$ cat config.mk
export PLATFORM = sky130hd
export DESIGN_NAME = landing_gear_sensor_conditioner_flat
export DESIGN_NICKNAME = d
export VERILOG_FILES = /design/src/rtl/landing_gear_sensor_conditioner_if.sv /design/src/rtl/landing_gear_sensor_conditioner.sv /design/src/flat_wrapper.sv
export SDC_FILE = /design/constraint.sdc
export NUM_CORES = 1
export LEC_CHECK = 0
export CORE_MARGIN = 1
export CORE_UTILIZATION = 64
export CTS_CLUSTER_DIAMETER = 60
export DETAILED_ROUTE_END_ITERATION = 8
export PLACE_DENSITY = 0.95
export SYNTH_ARGS = -nofsm -noshare
export SYNTH_HDL_FRONTEND = slang
export SYNTH_SLANG_ARGS = --single-unit
$ cat constraint.sdc
create_clock -name Clock -period 2.5 [get_ports Clock]
set_clock_uncertainty 0.05 [all_clocks]
set_input_delay 0.5 -clock Clock [delete_from_list [all_inputs] [get_ports Clock]]
set_output_delay 0.5 -clock Clock [all_outputs]
set_load 0.01 [all_outputs]
$ cat src/rtl/landing_gear_sensor_conditioner_if.sv
// rtl/landing_gear_sensor_conditioner_if.sv - raw sensor inputs and conditioned indications of the gear sensor conditioner
interface landing_gear_sensor_conditioner_if;
    logic RawGearUp;
    logic RawGearDown;
    logic RawOnGround;
    logic Timer;
    logic GearIsUp;
    logic GearIsDown;
    logic PlaneOnGround;
    logic TimeUp;
    logic SensorFault;

    modport master (
        output RawGearUp, RawGearDown, RawOnGround, Timer,
        input  GearIsUp, GearIsDown, PlaneOnGround, TimeUp, SensorFault
    );

    modport slave (
        input  RawGearUp, RawGearDown, RawOnGround, Timer,
        output GearIsUp, GearIsDown, PlaneOnGround, TimeUp, SensorFault
    );
endinterface

$ cat src/rtl/landing_gear_sensor_conditioner.sv
// rtl/landing_gear_sensor_conditioner.sv - sync/debounce of gear switches, takeoff timer, gear conflict FSM
// Optional macro GEAR_FAULT_LATCH_EN makes a gear conflict latch until ClearN.
module landing_gear_sensor_conditioner #(
    parameter int unsigned DEBOUNCE_CYCLES = 4,
    parameter int unsigned TIMEUP_CYCLES   = 2000
) (
    input  logic Clock,
    input  logic ClearN,
    landing_gear_sensor_conditioner_if.slave sif
);
    // Channel order: bit0 gear up, bit1 gear down, bit2 on ground.
    localparam logic [2:0]  RST_VAL  = 3'b110;
    localparam logic [7:0]  CNT_LAST = 8'(DEBOUNCE_CYCLES - 1);
    localparam logic [15:0] T_MAX    = 16'(TIMEUP_CYCLES);

`ifdef GEAR_FAULT_LATCH_EN
    typedef enum logic [1:0] {ST_OK, ST_CONFLICT, ST_LATCHED} state_t;
`else
    typedef enum logic [1:0] {ST_OK, ST_CONFLICT} state_t;
`endif

    logic            rst_meta_q, rst_sync_q;
    logic [2:0]      raw;
    logic [2:0]      meta_q, sync_q;
    logic [2:0]      deb_q, deb_d;
    logic [2:0][7:0] cnt_q, cnt_d;
    logic [15:0]     tcnt_q, tcnt_d;
    logic            time_up_q, time_up_d;
    logic            conflict;
    state_t          state_q;
    logic            fault_q;

    // Assert immediately, release two edges later so the first active edge is clean.
    always_ff @(posedge Clock or negedge ClearN) begin
        if (!ClearN) begin
            rst_meta_q <= 1'b0;
            rst_sync_q <= 1'b0;
        end else begin
            rst_meta_q <= 1'b1;
            rst_sync_q <= rst_meta_q;
        end
    end

    assign raw = {sif.RawOnGround, sif.RawGearDown, sif.RawGearUp};

    always_comb begin
        deb_d = deb_q;
        cnt_d = '0;
        for (int i = 0; i < 3; i++) begin
            if (sync_q[i] != deb_q[i]) begin
                if (cnt_q[i] == CNT_LAST) begin
                    deb_d[i] = sync_q[i];
                end else begin
                    cnt_d[i] = cnt_q[i] + 8'd1;
                end
            end
        end
    end

    always_comb begin
        tcnt_d = tcnt_q;
        if (sif.Timer) begin
            tcnt_d = '0;
        end else if (tcnt_q != T_MAX) begin
            tcnt_d = tcnt_q + 16'd1;
        end
        time_up_d = (tcnt_d == T_MAX);
    end

    always_ff @(posedge Clock or negedge rst_sync_q) begin
        if (!rst_sync_q) begin
            meta_q    <= RST_VAL;
            sync_q    <= RST_VAL;
            deb_q     <= RST_VAL;
            cnt_q     <= '0;
            tcnt_q    <= '0;
            time_up_q <= 1'b0;
        end else begin
            meta_q    <= raw;
            sync_q    <= meta_q;
            deb_q     <= deb_d;
            cnt_q     <= cnt_d;
            tcnt_q    <= tcnt_d;
            time_up_q <= time_up_d;
        end
    end

    assign conflict = deb_q[0] & deb_q[1];

    always_ff @(posedge Clock or negedge rst_sync_q) begin
        if (!rst_sync_q) begin
            state_q <= ST_OK;
            fault_q <= 1'b0;
        end else begin
            case (state_q)
                ST_OK: begin
                    if (conflict) begin
                        state_q <= ST_CONFLICT;
                        fault_q <= 1'b1;
                    end
                end
`ifdef GEAR_FAULT_LATCH_EN
                ST_CONFLICT: begin
                    state_q <= ST_LATCHED;
                    fault_q <= 1'b1;
                end
                ST_LATCHED: begin
                    state_q <= ST_LATCHED;
                    fault_q <= 1'b1;
                end
`else
                ST_CONFLICT: begin
                    if (!conflict) begin
                        state_q <= ST_OK;
                        fault_q <= 1'b0;
                    end
                end
`endif
                default: begin
                    state_q <= ST_OK;
                    fault_q <= 1'b0;
                end
            endcase
        end
    end

    assign sif.GearIsUp      = deb_q[0] & ~fault_q;
    assign sif.GearIsDown    = deb_q[1] & ~fault_q;
    assign sif.PlaneOnGround = deb_q[2];
    assign sif.TimeUp        = time_up_q;
    assign sif.SensorFault   = fault_q;
endmodule

$ cat src/flat_wrapper.sv
// flat-port wrapper written by rule: the top's interface ports become plain ports
module landing_gear_sensor_conditioner_flat 
#(
    parameter int unsigned DEBOUNCE_CYCLES = 4,
    parameter int unsigned TIMEUP_CYCLES   = 2000
)
  (Clock, ClearN, sif_RawGearUp, sif_RawGearDown, sif_RawOnGround, sif_Timer, sif_GearIsUp, sif_GearIsDown, sif_PlaneOnGround, sif_TimeUp, sif_SensorFault);
  landing_gear_sensor_conditioner_if sif_i ();
  input  logic Clock;
  input  logic ClearN;
  input wire logic [$bits(sif_i.RawGearUp)-1:0] sif_RawGearUp;
  input wire logic [$bits(sif_i.RawGearDown)-1:0] sif_RawGearDown;
  input wire logic [$bits(sif_i.RawOnGround)-1:0] sif_RawOnGround;
  input wire logic [$bits(sif_i.Timer)-1:0] sif_Timer;
  output wire logic [$bits(sif_i.GearIsUp)-1:0] sif_GearIsUp;
  output wire logic [$bits(sif_i.GearIsDown)-1:0] sif_GearIsDown;
  output wire logic [$bits(sif_i.PlaneOnGround)-1:0] sif_PlaneOnGround;
  output wire logic [$bits(sif_i.TimeUp)-1:0] sif_TimeUp;
  output wire logic [$bits(sif_i.SensorFault)-1:0] sif_SensorFault;
  assign sif_i.RawGearUp = sif_RawGearUp;
  assign sif_i.RawGearDown = sif_RawGearDown;
  assign sif_i.RawOnGround = sif_RawOnGround;
  assign sif_i.Timer = sif_Timer;
  assign sif_GearIsUp = sif_i.GearIsUp;
  assign sif_GearIsDown = sif_i.GearIsDown;
  assign sif_PlaneOnGround = sif_i.PlaneOnGround;
  assign sif_TimeUp = sif_i.TimeUp;
  assign sif_SensorFault = sif_i.SensorFault;
  landing_gear_sensor_conditioner #(.DEBOUNCE_CYCLES(DEBOUNCE_CYCLES), .TIMEUP_CYCLES(TIMEUP_CYCLES)) u_core (.Clock(Clock), .ClearN(ClearN), .sif(sif_i));
endmodule
==> impl_metrics.ini <==
[status]
outcome = complete, no violations

[setup_path]
path_max_fanout = 7
critPathRequiredTime_ns = 2.65
r2r_start = u_core.tcnt_q[0]$_DFF_PN0_
start_kind = flop
path_class = reg2reg
cp.arrival_ns = 2.42
r2r_slack_ns = 0.23
crit_path_end_kind = flop
crit_path_start = u_core.tcnt_q[0]$_DFF_PN0_

[logic_synthesis]
avgSynthCellArea_um2 = 10.5
synth-seq-cells = 53
synth-warning-count = 0
synthArstFlopShare_pct = 100
syn-cell-area_mm2 = 0.00246
syn_nets = 245
ys.flop_type = dfrtp_1
yosysUniqueCellTypes = 41
seq_area_frac_synth_pct = 54.1
synth-edff-count = 0
syn_inst = 234

[cells_and_area]
fill_cells = 248
final_cell_mix = 46 x dfrtp_1, 38 x nor2_1, 21 x xor2_1
final_common_cell = dfrtp_1
utilization_pct = 74.1
area_delta_synth_final_pct = 10.9
nets = 259
fin_area_mm2 = 0.00273
diodes = 0
drive_above_1_share_pct = 10.4

[place]
hpwl_mm = 3.06
dp_slack_ns = 0.287
numPortBuffers = 10
postPlaceCellArea_mm2 = 0.00262
gp_congestion = 0.867

[global_route]
grt_use_total_pct = 26.0
grt_max_degree = 33
grt_pass1_vias = 1862
overflow = 0
antenna_found_initial = 0
grt_pass1_wl_mm = 8.00

[power]
leakagePower_nw = 1.19
p_per_area_mw_per_mm2 = 741
irDropWorstVdd_mv = 0.490

[worst_hold_path]
hold_path_class = reg2async

[floorplan]
ioPinCount = 11
fp-row-count = 22
dieArea_mm2 = 0.00410
initial_core_util_pct = 66.8
coreArea_mm2 = 0.00369
die_y_um = 64.1
die_w_um = 64.1

[cts]
tritoncts = built
cts_resized = 0
cts_sinks = 53
cts_max_level = 2
post_cts_buffers = 0
clk_path_buf_depth = 2
cts_hold_buffers = 0
path_clk_slew_ns = 0.09
numCtsBuffers = 5
clock-root-buffer = clkbuf_8
clock_latency_ns = 0.31

[sta]
tns_ns = 0
period_share_pct = 90.9
fmax_mhz = 440
setup_viol = 0
post-route-min-period_ns = 2.27
hold_violations = 0
rsz0062_at_grt = no
maxSlewViolCount = 0
worst_pin_slew_ns = 0.668
slew_headroom_pct = 55.5
timing.final.ws_setup_ns = 0.227

[run]
drv_cap = 0

[route]
first_iter_violations = 87
wirelength_mm = 4.51
drc_errors = 0
avgViaCountPerCell = 5.82
wl_per_cell_um = 15.2
antenna_left = 0
via_count = 1729
dr.pass1.iters = 4
[report_power, final]
| group | internal [W] | switching (W) | total (W) |
|---|---|---|---|
| Sequential | 0.000968 | 0.000113 | 0.00108 |
| Clock | 0.000301 | 0.000268 | 0.000568 |
| Combinational | 0.000185 | 0.000193 | 0.000378 |
[synthesized netlist by cell type (3+ instances only)]
master / count / share of area (%)
nor2b_1: 4 / 1.0
mux2_2: 3 / 1.4
nor4b_1: 3 / 1.1
a21oi_1: 8 / 1.6
xor2_1: 21 / 7.5
nor3_1: 9 / 1.8
nor2_1: 38 / 5.8
inv_1: 4 / 0.61
nand4_1: 3 / 0.76
ha_1: 5 / 2.5
dfstp_2: 6 / 6.4
xnor2_1: 11 / 3.9
nand2_1: 11 / 1.7
and3_1: 9 / 2.3
dfrtp_1: 47 / 48
nand3_1: 20 / 4.1
[per-stage QoR]
| stage | hold WS [ns] | cells | total power, W |
|---|---|---|---|
| after floorplan | 0.154 | 234 | 0.00131 |
| after global placement | 0.267 | 289 | 0.00144 |
| after detailed placement | 0.283 | 289 | 0.00146 |
| after CTS | 0.288 | 297 | 0.00204 |
| after global routing | 0.299 | 297 | 0.00213 |
| final | 0.254 | 297 | 0.00203 |
[state kept, by name, indices dropped and copies added (netlist names)]
register / cells
u_core.cnt_q: 24
u_core.tcnt_q: 16
u_core.sif.TimeUp: 1
u_core.state_q: 1
u_core.deb_q: 3
u_core.rst_sync_q: 1
u_core.rst_meta_q: 1
u_core.meta_q: 3
u_core.sync_q: 3
[critical path, cell delays in order, from the launching register on]
cell,delay (ns)
dfrtp_1,0.45
ha_1,0.31
nand2_1,0.19
or4_1,0.57
a21oi_2,0.18
nand4b_1,0.12
a2111oi_2,0.29
[kinds of logic after synthesis]
| family | after synthesis | share of synthesized area (%) |
|---|---|---|
| xor gates and xnor gates | 32 | 11.4 |
| other | 1 | 0.152 |
| muxes | 3 | 1.37 |
| and+or+nand+nor | 113 | 24.3 |
| adders and majority gates | 5 | 2.54 |
| buffers and inverters | 10 | 1.67 |
| AOI/OAI and AO/OA | 17 | 4.52 |
| DFF | 53 | 54.1 |
[metal layers]
metal	GRT usage (%)	part of all wire, %	up-vias
met4	13.9	1.8	0
met3	5.00	4.2	9
met2	42.7	52	39
li1	-	-	829
met5	0	0	-
met1	32.5	42	852
[worst paths after layout]
check | to | depth (start not counted)
hold reg to reg | u_core.state_q[0]$_DFFE_PN0P_ | 0
min in group Clock | u_core.sync_q[1]$_DFF_PN1_ | 0
max in group asynchronous | u_core.sif.TimeUp$_DFF_PN0_ | 1
hold / removal | u_core.state_q[0]$_DFFE_PN0P_ | 0
setup reg to reg | u_core.sif.TimeUp$_DFF_PN0_ | 6
setup / recovery | u_core.sif.TimeUp$_DFF_PN0_ | 6
[layout make-up]
class / count / area (µm²) / share of cell area, %
timing repair buffer: 13 / 123 / 4.49
inverter: 4 / 15.0 / 0.549
multi-input combinational: 171 / 1090 / 39.9
tap: 48 / 60.1 / 2.20
sequential: 53 / 1340 / 48.8
clock buffer: 6 / 72.6 / 2.65
clock inverter: 2 / 38.8 / 1.42
Power figures use the tool's default switching activity.
